## src/rtl/imm_gen_pipe_if.sv

```systemverilog
// Decode-stage immediate generator bus: request {instr, immsel, tag} in, extended immediate out.
// The master drives requests and out_ready; the slave (the generator) answers.
interface imm_gen_pipe_if #(
  parameter int XLEN  = 32,
  parameter int TAG_W = 5
);
  logic             in_valid;
  logic             in_ready;
  logic [31:0]      in_instr;
  logic [2:0]       in_immsel;
  logic [TAG_W-1:0] in_tag;

  logic             out_valid;
  logic             out_ready;
  logic [XLEN-1:0]  out_imm;
  logic [TAG_W-1:0] out_tag;
  logic             out_illegal;

  modport master (
    output in_valid, in_instr, in_immsel, in_tag, out_ready,
    input  in_ready, out_valid, out_imm, out_tag, out_illegal
  );

  modport slave (
    input  in_valid, in_instr, in_immsel, in_tag, out_ready,
    output in_ready, out_valid, out_imm, out_tag, out_illegal
  );
endinterface

```

## src/rtl/imm_gen_pipe.sv

```systemverilog
// Registered immediate generator, one-cycle latency; a main + skid register pair gives full
// throughput, and in_ready depends only on skid occupancy. IMMGEN_ZICSR_EN enables CSR uimm (sel 110).
module imm_gen_pipe #(
  parameter int XLEN  = 32,
  parameter int TAG_W = 5
) (
  input  logic          clk,
  input  logic          rst,
  input  logic          flush,
  imm_gen_pipe_if.slave bus
);

  localparam logic [2:0] SEL_NONE = 3'b000;
  localparam logic [2:0] SEL_I    = 3'b001;
  localparam logic [2:0] SEL_S    = 3'b010;
  localparam logic [2:0] SEL_B    = 3'b011;
  localparam logic [2:0] SEL_J    = 3'b100;
  localparam logic [2:0] SEL_U    = 3'b101;
  localparam logic [2:0] SEL_CSR  = 3'b110;

  typedef struct packed {
    logic [XLEN-1:0]  imm;
    logic [TAG_W-1:0] tag;
    logic             illegal;
  } meta_t;

  meta_t       dec;
  meta_t       main_q;
  meta_t       skid_q;
  logic        main_valid;
  logic        skid_valid;
  logic        accept;
  logic        drain;
  logic [31:0] instr;
  logic        unused_opcode;

  assign instr         = bus.in_instr;
  assign unused_opcode = &{1'b0, instr[6:0]};

  always_comb begin
    dec         = '0;
    dec.tag     = bus.in_tag;
    dec.illegal = 1'b0;
    case (bus.in_immsel)
      SEL_NONE: dec.imm = '0;
      SEL_I:    dec.imm = {{(XLEN-12){instr[31]}}, instr[31:20]};
      SEL_S:    dec.imm = {{(XLEN-12){instr[31]}}, instr[31:25], instr[11:7]};
      SEL_B:    dec.imm = {{(XLEN-13){instr[31]}}, instr[31], instr[7], instr[30:25],
                           instr[11:8], 1'b0};
      SEL_J:    dec.imm = {{(XLEN-21){instr[31]}}, instr[31], instr[19:12], instr[20],
                           instr[30:21], 1'b0};
      SEL_U:    dec.imm = {{(XLEN-31){instr[31]}}, instr[30:12], 12'b0};
`ifdef IMMGEN_ZICSR_EN
      SEL_CSR:  dec.imm = {{(XLEN-5){1'b0}}, instr[19:15]};
`else
      SEL_CSR:  dec.illegal = 1'b1;
`endif
      default:  dec.illegal = 1'b1;
    endcase
  end

  assign accept = bus.in_valid & ~skid_valid;
  assign drain  = ~main_valid | bus.out_ready;

  // Skid only fills while main is stalled; it always empties into main first, keeping FIFO order.
  always_ff @(posedge clk) begin
    if (rst) begin
      main_valid <= 1'b0;
      skid_valid <= 1'b0;
      main_q     <= '0;
      skid_q     <= '0;
    end else if (flush) begin
      main_valid <= 1'b0;
      skid_valid <= 1'b0;
    end else if (drain) begin
      if (skid_valid) begin
        main_q     <= skid_q;
        main_valid <= 1'b1;
        skid_valid <= 1'b0;
      end else begin
        main_valid <= accept;
        if (accept) begin
          main_q <= dec;
        end
      end
    end else if (accept) begin
      skid_q     <= dec;
      skid_valid <= 1'b1;
    end
  end

  assign bus.in_ready    = ~skid_valid;
  assign bus.out_valid   = main_valid;
  assign bus.out_imm     = main_q.imm;
  assign bus.out_tag     = main_q.tag;
  assign bus.out_illegal = main_q.illegal;

endmodule

```

## src/flat_wrapper.sv

```systemverilog
// flat-port wrapper written by rule: the top's interface ports become plain ports
module imm_gen_pipe_flat 
#(
  parameter int XLEN  = 32,
  parameter int TAG_W = 5
)
  (clk, rst, flush, bus_in_valid, bus_in_instr, bus_in_immsel, bus_in_tag, bus_out_ready, bus_in_ready, bus_out_valid, bus_out_imm, bus_out_tag, bus_out_illegal);
  imm_gen_pipe_if #(.XLEN(XLEN), .TAG_W(TAG_W)) bus_i ();
  input  logic clk;
  input  logic rst;
  input  logic flush;
  input wire logic [$bits(bus_i.in_valid)-1:0] bus_in_valid;
  input wire logic [$bits(bus_i.in_instr)-1:0] bus_in_instr;
  input wire logic [$bits(bus_i.in_immsel)-1:0] bus_in_immsel;
  input wire logic [$bits(bus_i.in_tag)-1:0] bus_in_tag;
  input wire logic [$bits(bus_i.out_ready)-1:0] bus_out_ready;
  output wire logic [$bits(bus_i.in_ready)-1:0] bus_in_ready;
  output wire logic [$bits(bus_i.out_valid)-1:0] bus_out_valid;
  output wire logic [$bits(bus_i.out_imm)-1:0] bus_out_imm;
  output wire logic [$bits(bus_i.out_tag)-1:0] bus_out_tag;
  output wire logic [$bits(bus_i.out_illegal)-1:0] bus_out_illegal;
  assign bus_i.in_valid = bus_in_valid;
  assign bus_i.in_instr = bus_in_instr;
  assign bus_i.in_immsel = bus_in_immsel;
  assign bus_i.in_tag = bus_in_tag;
  assign bus_i.out_ready = bus_out_ready;
  assign bus_in_ready = bus_i.in_ready;
  assign bus_out_valid = bus_i.out_valid;
  assign bus_out_imm = bus_i.out_imm;
  assign bus_out_tag = bus_i.out_tag;
  assign bus_out_illegal = bus_i.out_illegal;
  imm_gen_pipe #(.XLEN(XLEN), .TAG_W(TAG_W)) u_core (.clk(clk), .rst(rst), .flush(flush), .bus(bus_i));
endmodule
```

## config.mk

```make
export PLATFORM = sky130hd
export DESIGN_NAME = imm_gen_pipe_flat
export DESIGN_NICKNAME = d
export VERILOG_FILES = /design/src/rtl/imm_gen_pipe_if.sv /design/src/rtl/imm_gen_pipe.sv /design/src/flat_wrapper.sv
export SDC_FILE = /design/constraint.sdc
export NUM_CORES = 1
export LEC_CHECK = 0
export CORE_MARGIN = 5
export CORE_UTILIZATION = 40
export DETAILED_ROUTE_END_ITERATION = 16
export PLACE_DENSITY = 0.74
export SKIP_LAST_GASP = 1
export SYNTH_ARGS = -nofsm -noshare
export SYNTH_HDL_FRONTEND = slang
export SYNTH_SLANG_ARGS = --single-unit
```

## constraint.sdc

```tcl
create_clock -name clk -period 1.4 [get_ports clk]
set_clock_uncertainty 0.1 [all_clocks]
set_input_delay 0.35 -clock clk [delete_from_list [all_inputs] [get_ports clk]]
set_output_delay 0.35 -clock clk [all_outputs]
set_load 0.005 [all_outputs]
```

==> results.cfg, run 1 <==
[floorplan]
io_pins = 85
start_util_pct = 41.4
die-height_um = 111
dieArea_um2 = 12300
fp-row-count = 36
core_region_area_um2 = 9860
die_x_um = 111

[timing]
tightest_slew_ps = 644
finalCriticalPeriod_ps = 1870
hold_viol = 0
rsz0062_at_grt = true
finalWorstSetupSlack_ps = -471
drv_slew = 0
finalSetupViolCount = 83
slew_headroom_pct = 56.9
period_share_pct = 134
fmax_mhz = 534

[logic_synthesis]
synth_edf_count = 0
netlist_instances = 450
synth-async-reset-ratio_pct = 0
synth.distinct_cells = 44
synth_area_um2 = 4080
yosysWarnings = 0
syn_avg_cell_area_um2 = 9.07
ys.flop_type = dfxtp_1
ys_ff_latch = 78
synth.net_count = 495
seq_area_frac_synth_pct = 38.2

[setup_path]
required_ps = 1530
cp-end-kind = flop
cp.arrival_ps = 2000
critPathKind = reg -> reg
start_kind = flop
critical_path.max_fanout = 6

[final_layout]
drive_gt1_share_pct = 58.5
area_growth_pct = 89.1
nFillCells = 475
final_util_pct = 78.2
ff_latch_area_um2 = 1610
final_nets = 645
final_cells = 738
diodes = 0
stdcell_area_um2 = 7720
multi_input_area_um2 = 3440

[outcome]
outcome = complete, but fails checks
failed_checks = setup timing

[clocking]
cts_tree = done
clockRootBuffer = clkbuf_8
path_clk_slew_ps = 100
cts_buffers = 9
htree_levels = 3
clk_latency_ps = 390
clock_path_buffers = 2
hold_buffers = 0
cts_sinks = 78

[placement]
place_congestion = 0.898
pre_cts_ws_ps = -709
post-place-cells = 653
dpl_cell_area_um2 = 5390
port_buffers = 77
dp_hpwl_um = 8870

[power_and_ir_drop]
max-vdd-ir-drop_v = 0.000462
p_per_area_nw_per_um2 = 724
p_leak_nw = 2.77

[detailed_routing]
routedWlPerCell_um = 30.7
drtIter0Drc = 645
first_pass_iters = 8
drt-total-wl_um = 22600
drcViolationCount = 0
num_vias = 5316
viasPerCell = 7.20
ant_nets = 0

[grt]
grt_max_degree = 37
antenna_found_initial = 0
grt_first_pass_wirelength_um = 28500
grt_overflow_total = 0
grt_pass1_vias = 5045
gr-usage-all-layers_pct = 28.9

[min_path]
hold_path.class = in -> reg

[job]
maxCapViolCount = 0
[logic make-up (layout without fill, tap and decap cells)]
kind of cell | after synthesis | in the layout | synth area share (%)
multiplexers | 17 | 17 | 4.54
AND/OR/NAND/NOR | 104 | 107 | 13.7
XOR/XNOR | 1 | 1 | 0.215
flip-flops | 78 | 78 | 38.2
buffers and inverters | 79 | 231 | 9.19
AO/OA/AOI/OAI | 171 | 171 | 34.1
[power breakdown]
part	total, mW	internal [mW]	switching (mW)
logic	1.52	0.687	0.830
registers	2.35	2.29	0.0551
clock network	1.73	0.743	0.982
total	5.59	3.72	1.87
[cells in the mapped netlist (7+ instances only)]
| cell type | count | area (µm²) |
|---|---|---|
| o311ai_0 | 20 | 175 |
| a21oi_1 | 32 | 160 |
| o21ai_0 | 9 | 45.0 |
| clkbuf_1 | 26 | 97.6 |
| nand2b_1 | 8 | 50.1 |
| a221oi_1 | 26 | 228 |
| nor2_1 | 22 | 82.6 |
| o41ai_2 | 12 | 195 |
| a211oi_1 | 18 | 135 |
| nand4_1 | 13 | 81.3 |
| buf_2 | 24 | 120 |
| mux2_2 | 12 | 135 |
| dfxtp_1 | 78 | 1560 |
| a311oi_1 | 21 | 184 |
| nand3_1 | 8 | 40.0 |
| inv_1 | 16 | 60.1 |
| a31oi_1 | 7 | 43.8 |
| o41ai_1 | 7 | 61.3 |
| buf_4 | 9 | 67.6 |
| nand2_1 | 31 | 116 |
[layout by cell type (no fill, tap or decap), drive strengths merged, types with 2 or more instances in the layout]
master and count:
a211oi 18, o311ai 20, nor2b 4, dlygate4sd2 3, inv 17, a31oi 7
or2 5, a21oi 32, nor2 22, o21ai 10, nand2b 8, clkinv 3
clkdlybuf4s50 27, a32oi 4, o221ai 5, clkbuf 27, nand4 14, dfxtp 78
buf 119, nand2 32, mux2 12, a221oi 26, bufbuf 2, and3b 4
a311oi 21, clkdlybuf4s15 31, mux2i 5, o41ai 19, nand3 9, dlymetal6s2s 2
o32ai 6, nor4bb 4
[metal layers]
metal | vias up | share of wire [%] | global-route usage, %
met5 | - | 0 | 0
met3 | 181 | 11 | 7.42
met1 | 2545 | 35 | 34.2
met2 | 509 | 46 | 46.9
met4 | 0 | 8.3 | 17.8
li1 | 2081 | - | -
[path summary, 6_finish.rpt]
path	end	from	cells past startpoint	slack (ps)
min reg2reg	u_core.bus.out_imm[9]	u_core.bus.out_imm[9]	2	380
max	u_core.bus.out_imm[20]	u_core.bus.out_valid	6	-470
min	u_core.skid_q[10]	rst	2	250
max reg2reg	u_core.bus.out_imm[20]	u_core.bus.out_valid	6	-470
[final cells by class]
| type | instances | area share [%] |
|---|---|---|
| tap | 133 | 2.16 |
| multi-input combinational | 296 | 44.5 |
| sequential | 78 | 20.9 |
| timing repair buffer | 198 | 29.2 |
| clock buffer | 13 | 2.06 |
| inverter | 17 | 0.892 |
| clock inverter | 3 | 0.243 |
[worst max-delay path, stage by stage (launching register included)]
cell,delay (ps)
dfxtp_2,340
buf_6,120
buf_4,130
nand2b_4,90
nand3_4,180
buf_12,210
o41ai_4,540
[state kept, by name (all words and copies together) (netlist names)]
| signal | count |
|---|---|
| u_core.skid_q | 38 |
| u_core.bus.out_imm | 32 |
| u_core.bus.out_tag | 5 |
| u_core.bus.out_illegal | 1 |
| u_core.bus.out_valid | 1 |
| u_core.skid_valid | 1 |
[through the flow]
step | power, mW | setup TNS, ps | hold slack [ps]
after floorplan | 2.85 | -701 | 344
after global placement | 3.29 | -42860 | 355
after detailed placement | 3.31 | -45770 | 362
after CTS | 5.07 | -7420 | 232
after global routing | 5.72 | -18400 | 250
final | 5.59 | -14860 | 250
[repair_timing]
action | in CTS | in global routing
gates resized for setup | 198 | 188
endpoints found under the setup margin | 113 | 115
cloned | 17 | 2
pin swaps | 53 | 44
buffers inserted | 20 | 37
No activity file was read; power rests on OpenSTA's default activity.
==> run 2, diff against run 1 <==
- ABC_CLOCK_PERIOD_IN_PS: not set -> 1400
==> results of run 2 <==
Final layout, timing and power as in run 1 (identical DEF).
==> run 3, diff against run 2 <==
- CORE_ASPECT_RATIO: not set -> 0.6
- SLEW_MARGIN: not set -> 20
==> run 3 against run 2 <==
The flow still finishes with violations (setup timing). Flip-flop and latch count did not move. Combinational power rose by 5%. Via count rose by 0.17%. Count of clock-buffer cells in the layout unchanged. Wire length is 1.1% higher. Worst setup slack gained 100 ps. Sequential power barely moved. Hold slack improved by 60 ps. Global-route usage up 1.4 points. Largest cell class unchanged.
==> results.cfg, run 3 (synthesized netlist as in run 1, its figures left out) <==
[setup_path]
reg2reg_to = u_core.skid_q[16]
path_buf_inv = 2
critical_path.max_fanout = 6
max_stage_delay_ps = 390
cp.arrival_ps = 1920
start_kind = flop
cp-end-kind = flop
crit_family = simple AND/OR/NAND/NOR gates
r2r_slack_ps = -370
rr_worst_depth = 5
crit_chain = buf_6 > and4bb_4 > buf_12 > nand4_4 > o32ai_4
cp.depth = 5
r2r-start = u_core.skid_valid
critPathSlowestCell = and4bb_4
required_ps = 1550
critPathKind = reg -> reg

[grt]
use_met3_pct = 9.29
busiest_layer = met2
grt_pass1_vias = 4955
gr-usage-all-layers_pct = 30.3
grt_first_pass_wirelength_um = 28700
use_met2_pct = 47.9
grt_overflow_total = 0
grt_max_degree = 33
antenna_found_initial = 0
use_met1_pct = 38.4

[outcome]
failed_checks = setup timing
outcome = complete, but fails checks

[detailed_routing]
ant_nets = 0
drcViolationCount = 0
num_vias = 5325
drt-total-wl_um = 22900
routedWlPerCell_um = 30.1
first_pass_iters = 5
drtIter0Drc = 781
viasPerCell = 7.00

[placement]
port_buffers = 77
dp_hpwl_um = 9760
pre_cts_ws_ps = -737
place_congestion = 0.890

[power_and_ir_drop]
p_per_area_nw_per_um2 = 822
power.total_mw = 6.67
max-vdd-ir-drop_v = 0.000716
p_leak_nw = 2.98

[timing]
fmax_mhz = 565
finalSetupViolCount = 90
fin_tns_setup_ps = -17140
finalCriticalPeriod_ps = 1770
drv_slew = 0
period_share_pct = 127
finalWorstSetupSlack_ps = -371
rsz0062_at_grt = true
holdWs_ps = 310
slew_headroom_pct = 62.4
tightest_slew_ps = 563
hold_viol = 0

[floorplan]
start_util_pct = 41.2
io_pins = 85
core_region_area_um2 = 9910
dieArea_um2 = 12400
die-height_um = 88.3
die_x_um = 140
fp-row-count = 28

[final_layout]
drive_gt1_share_pct = 56.7
top_register = u_core.skid_q
layout_common_cells = buf_4, dfxtp_1, buf_6, nand2_1, clkdlybuf4s50_1
final_util_pct = 81.9
final_nets = 666
final_common_cell = buf_4
area_growth_pct = 98.8
largest_reg_flops = 38
diodes = 0

[clocking]
path_clk_slew_ps = 70
clockRootBuffer = clkbuf_16
clock_path_buffers = 2
clk_latency_ps = 360
cts_buffers = 9
cts_sinks = 78
hold_buffers = 0
htree_levels = 3
cts_tree = done

[min_path]
min_path_cells = 2
worstHoldEndpoint = u_core.skid_q[7]
hold_path.class = in -> reg
worstHoldStart = rst

[job]
maxCapViolCount = 0
run 3: worst max-delay path by stage:
stage                 startpoint                      to  slack, ps
2_1_floorplan   bus_in_immsel[0]  u_core.bus.out_imm[25]        -40
3_3_place_gp    bus_in_immsel[1]   u_core.bus.out_imm[0]       -670
3_5_place_dp    bus_in_immsel[0]  u_core.bus.out_imm[14]       -740
4_1_cts        u_core.skid_valid            bus_in_ready       -260
5_1_grt        u_core.skid_valid       u_core.skid_q[16]       -410
6_report       u_core.skid_valid       u_core.skid_q[16]       -370
run 3: cell type report:
type	instances	area, µm²
multi-input cells	295	3500
repair buffers	220	2440
fillers	466	1800
flip-flops and latches	78	1590
clock buffers	13	270
well taps	135	169
inverters	17	78.8
clock inverters	3	65.1
run 3: stage by stage:
stage	cell area, µm²	cells
2_1_floorplan	4210	450
6_report	8120	761
4_1_cts	7050	722
3_3_place_gp	5380	663
3_5_place_dp	5380	663
5_1_grt	8120	761
run 3: worst register-to-register path: stages, from the launching register on:
cell and delay [ps]:
dfxtp_4 360, buf_6 120, and4bb_4 390, buf_12 150, nand4_4 190, o32ai_4 350
run 3: layer usage:
layer | vias to the layer above | routed length, µm
met3 | 154 | 2710
met2 | 465 | 9990
met4 | 0 | 1460
met5 | - | 0
met1 | 2577 | 8730
li1 | 2129 | -
run 3: timing repair:
action / CTS / global route
buffers inserted: 27 / 44
cloned: 17 / 1
setup endpoints to repair: 117 / 97
pin swaps: 84 / 37
gates resized for setup: 236 / 148
run 3: where the power goes:
part	total [mW]	switching (mW)	internal [mW]
Combinational	1.60	0.853	0.750
Clock	2.72	1.01	1.71
Sequential	2.35	0.0604	2.29
